`config.mk`:
```
export PLATFORM = sky130hd
export DESIGN_NAME = lal_seq
export DESIGN_NICKNAME = d
export VERILOG_FILES = /design/src/rtl/lal_seq.sv
export SDC_FILE = /design/constraint.sdc
export NUM_CORES = 1
export LEC_CHECK = 0
export ABC_CLOCK_PERIOD_IN_PS = 5900
export BUFFER_PORTS_ARGS = -buffer_cell sky130_fd_sc_hd__buf_2
export CAP_MARGIN = 20
export CORE_MARGIN = 4
export CORE_UTILIZATION = 51
export CTS_BUF_LIST = sky130_fd_sc_hd__clkbuf_4
export DETAILED_ROUTE_END_ITERATION = 16
export PLACE_DENSITY = 0.93
export SLEW_MARGIN = 40
export SYNTH_ARGS = -nofsm -noshare
export SYNTH_HDL_FRONTEND = slang
export SYNTH_SLANG_ARGS = --single-unit
```
`constraint.sdc`:
```
create_clock -name clk -period 5.9 [get_ports clk]
set_input_delay 1.18 -clock clk [delete_from_list [all_inputs] [get_ports clk]]
set_output_delay 1.18 -clock clk [all_outputs]
set_load 0.01 [all_outputs]
```
`src/rtl/lal_seq.sv`:
```
// lal_seq: load / count-down / done sequencer with a registered compare.
// Three-state FSM (IDLE, RUN, DONE) plus an independent a == k flag.
module lal_seq #(
    parameter int CNT_W = 9
) (
    input  logic             clk,
    input  logic             rst,
    input  logic             start,
    input  logic [CNT_W-1:0] load_val,
    input  logic             hold,
    input  logic             clr,
    input  logic [3:0]       a,
    input  logic [3:0]       k,
    output logic             ready,
    output logic             busy,
    output logic             done,
    output logic [CNT_W-1:0] cnt,
    output logic             zero,
    output logic             match
);

    typedef enum logic [1:0] {
        S_IDLE = 2'd0,
        S_RUN  = 2'd1,
        S_DONE = 2'd2
    } state_e;

    localparam logic [CNT_W-1:0] CNT_ONE = {{(CNT_W-1){1'b0}}, 1'b1};
    localparam logic [CNT_W-1:0] CNT_ZERO = '0;

    state_e           state_q;
    state_e           state_d;
    logic [CNT_W-1:0] cnt_q;
    logic [CNT_W-1:0] cnt_d;
    logic             match_q;
    logic             match_d;
    logic             cnt_is_zero;

    assign cnt_is_zero = (cnt_q == CNT_ZERO);

    // Next state and next count; clr beats every other control.
    always_comb begin
        state_d = state_q;
        cnt_d   = cnt_q;
        if (clr) begin
            state_d = S_IDLE;
            cnt_d   = CNT_ZERO;
        end else begin
            unique case (state_q)
                S_IDLE: begin
                    if (start) begin
                        state_d = S_RUN;
                        cnt_d   = load_val;
                    end
                end
                S_RUN: begin
                    if (!hold) begin
                        if (cnt_is_zero) begin
                            state_d = S_DONE;
                        end else begin
                            cnt_d = cnt_q - CNT_ONE;
                        end
                    end
                end
                S_DONE: begin
                    state_d = S_IDLE;
                end
                default: begin
                    state_d = S_IDLE;
                    cnt_d   = CNT_ZERO;
                end
            endcase
        end
    end

    // Compare flag runs every cycle regardless of the FSM.
    always_comb begin
        match_d = (a == k);
    end

    // State, counter and compare registers with synchronous reset.
    always_ff @(posedge clk) begin
        if (rst) begin
            state_q <= S_IDLE;
            cnt_q   <= CNT_ZERO;
            match_q <= 1'b0;
        end else begin
            state_q <= state_d;
            cnt_q   <= cnt_d;
            match_q <= match_d;
        end
    end

    assign ready = (state_q == S_IDLE);
    assign busy  = (state_q == S_RUN);
    assign done  = (state_q == S_DONE);
    assign cnt   = cnt_q;
    assign zero  = cnt_is_zero;
    assign match = match_q;

endmodule

```
==> flow_summary.ini <==
[run_status]
status = complete, no violations

[critical_path]
reg2regPathDepth = 6
r2r_start = cnt[0]
arrival_ns = 2.11
crit_type = reg -> out
crit_required_ns = 4.72
cp-end-kind = output port
startpoint_type = flop
reg2reg_slack_ns = 3.87
path_max_fanout = 8
critPathLaunch = cnt[0]
worstReg2RegEnd = cnt[6]

[timing]
relSlewSlack = 0.666
slew_violations = 0
whs_ns = 0.520
finalCriticalPeriod_ns = 3.29
timing.setup.tns_ns = 0
min_period_over_period = 0.558
tightest_slew_ns = 0.501
rsz0062_at_grt = no
fin_skew_ns = 0.00214
timing_hold_violations_final = 0
fmax_mhz = 304
setup_violations = 0

[place]
dpl_cell_area_um2 = 983
place_congestion = 0.870
io_buffer_count = 35
post-dp-hpwl_um = 1690

[drt]
drt_wl_total_um = 2270
drc_errors = 0
met3_length_um = 174
wl_met1_um = 968
wl_per_cell_um = 15.0
via_count = 952
wl_met2_um = 1100
routed_via_density = 6.30
ant_nets = 0
first_iter_violations = 44
routed.top_layer = met4
drt_pass1_iterations = 4

[layout]
insertedDiodeCount = 0
nets = 160
syn2layout_area_growth_pct = 25.1
final_layout_size_suffix_gt1_frac = 0.363
fin_area_um2 = 1010

[logic_synthesis]
syn-num-nets = 124
synth_seq_cells = 12
async_flop_share = 0
synthFlopType = dfxtp_1
synth_common_cells = dfxtp_1 (12), nor2_1 (9), inv_1 (8)
syn_area_um2 = 808
synth_most_common_cell = dfxtp_1
synth_warnings = 0
syn_inst = 101
synth_top_cell_by_area = dfxtp_1
synth_edf_count = 0
synth_seq_area_share = 0.297
yosys-top-cells-area = dfxtp_1 (30%), a21oi_1 (4.3%), nor2_1 (4.2%)
ys_types = 44
synth.top_cell.area_share = 0.297
syn_avg_cell_area_um2 = 8.00

[global_route]
grt_pass1_vias = 866
grt-ovfl-total = 0
grt_pass1_wl_um = 3480
grt_max_degree = 16
track_usage = 0.217
antenna_found_initial = 0

[clock_network]
clk_transition_reported_paths_ns = 0.07
clk_latency_ns = 0.27
h-tree-depth = 1
post_cts_buffers = 0
numCtsBuffers = 3
cts_hold_buf = 0
cts_tree = built
clk_path_buf_depth = 2
cts.repair.resized = 0
cts_sinks = 12
clockRootBuffer = clkbuf_4

[floorplan]
core_um2 = 1510
die_h_um = 47.8
dieArea_um2 = 2290
die_x_um = 47.8
io_pins = 36
initial_core_util = 0.537
row_count = 14

[min_path]
hold_path_end = cnt[1]
hp-class = reg -> reg
holdPathStages = 2
hp-start = cnt[1]

[flow_run]
cap_violations = 0

[power_and_ir_drop]
p_leak_nw = 0.477
powerDensity_nw_per_um2 = 201
vdd_ir_drop_max_mv = 0.117
cell families (layout without fill, tap and decap cells):
family	count (synthesis)	after routing	share of synthesized area
muxes	2	2	0.0263
adders and majority gates	1	1	0.0155
and+or+nand+nor	39	39	0.296
buffers and inverters	13	47	0.0619
DFF	12	12	0.297
AOI/OAI and AO/OA	32	32	0.282
xor gates and xnor gates	2	2	0.0217
layer usage:
metal / track usage / vias up
li1: - / 456
met1: 0.256 / 445
met2: 0.356 / 47
met3: 0.0451 / 4
met4: 0.129 / 0
met5: 0 / -
metrics by stage:
stage	total power, mW	worst slack (ns)	instances	utilization
after floorplan	0.133	2.99	101	-
after global placement	0.151	2.96	147	0.653
after detailed placement	0.153	2.93	147	0.653
after CTS	0.203	2.62	150	0.668
after global routing	0.216	2.51	151	0.671
final	0.203	2.61	151	0.671
report_power, final:
| group | switching, mW | internal [mW] | leakage, nW |
|---|---|---|---|
| Sequential | 0.00574 | 0.0845 | 0.0977 |
| Clock | 0.0266 | 0.0236 | 0.0138 |
| Combinational | 0.0344 | 0.0283 | 0.365 |
worst max path at each step:
stage | slack (ns) | to | cells after the start
after floorplan | 2.99 | zero | 6
after global placement | 2.96 | zero | 6
after detailed placement | 2.93 | zero | 6
after CTS | 2.62 | zero | 6
after global routing | 2.51 | zero | 6
final | 2.61 | zero | 6
cells in the final DEF (no fill, tap or decap), types with 3 or more instances in the layout:
master | synthesis | final
a211oi_1 | 4 | 4
a21oi_1 | 7 | 7
buf_2 | 0 | 35
clkbuf_4 | 0 | 3
dfxtp_1 | 12 | 12
inv_1 | 8 | 8
nand2b_1 | 3 | 3
nand3_1 | 3 | 3
nor2_1 | 9 | 9
nor3_1 | 5 | 5
o21ai_0 | 3 | 3
state kept, by name, summed over array words and instances (netlist names):
register	flops
cnt	9
match	1
state_q	2
cell type report:
class,instances,area (um2)
Tap cell,16,20.0
Fill cell,122,495
Timing Repair Buffer,36,180
Inverter,8,30.0
Multi-Input combinational cell,76,518
Sequential cell,12,240
Clock buffer,3,22.5
worst max-delay path, cell delays in order, from the launching register on:
cell and delay [ns]:
dfxtp_1 0.34, inv_1 0.08, ha_1 0.19, or3b_2 0.57
or3_2 0.49, inv_1 0.06, buf_2 0.12
(Power assumes the default switching activity.)
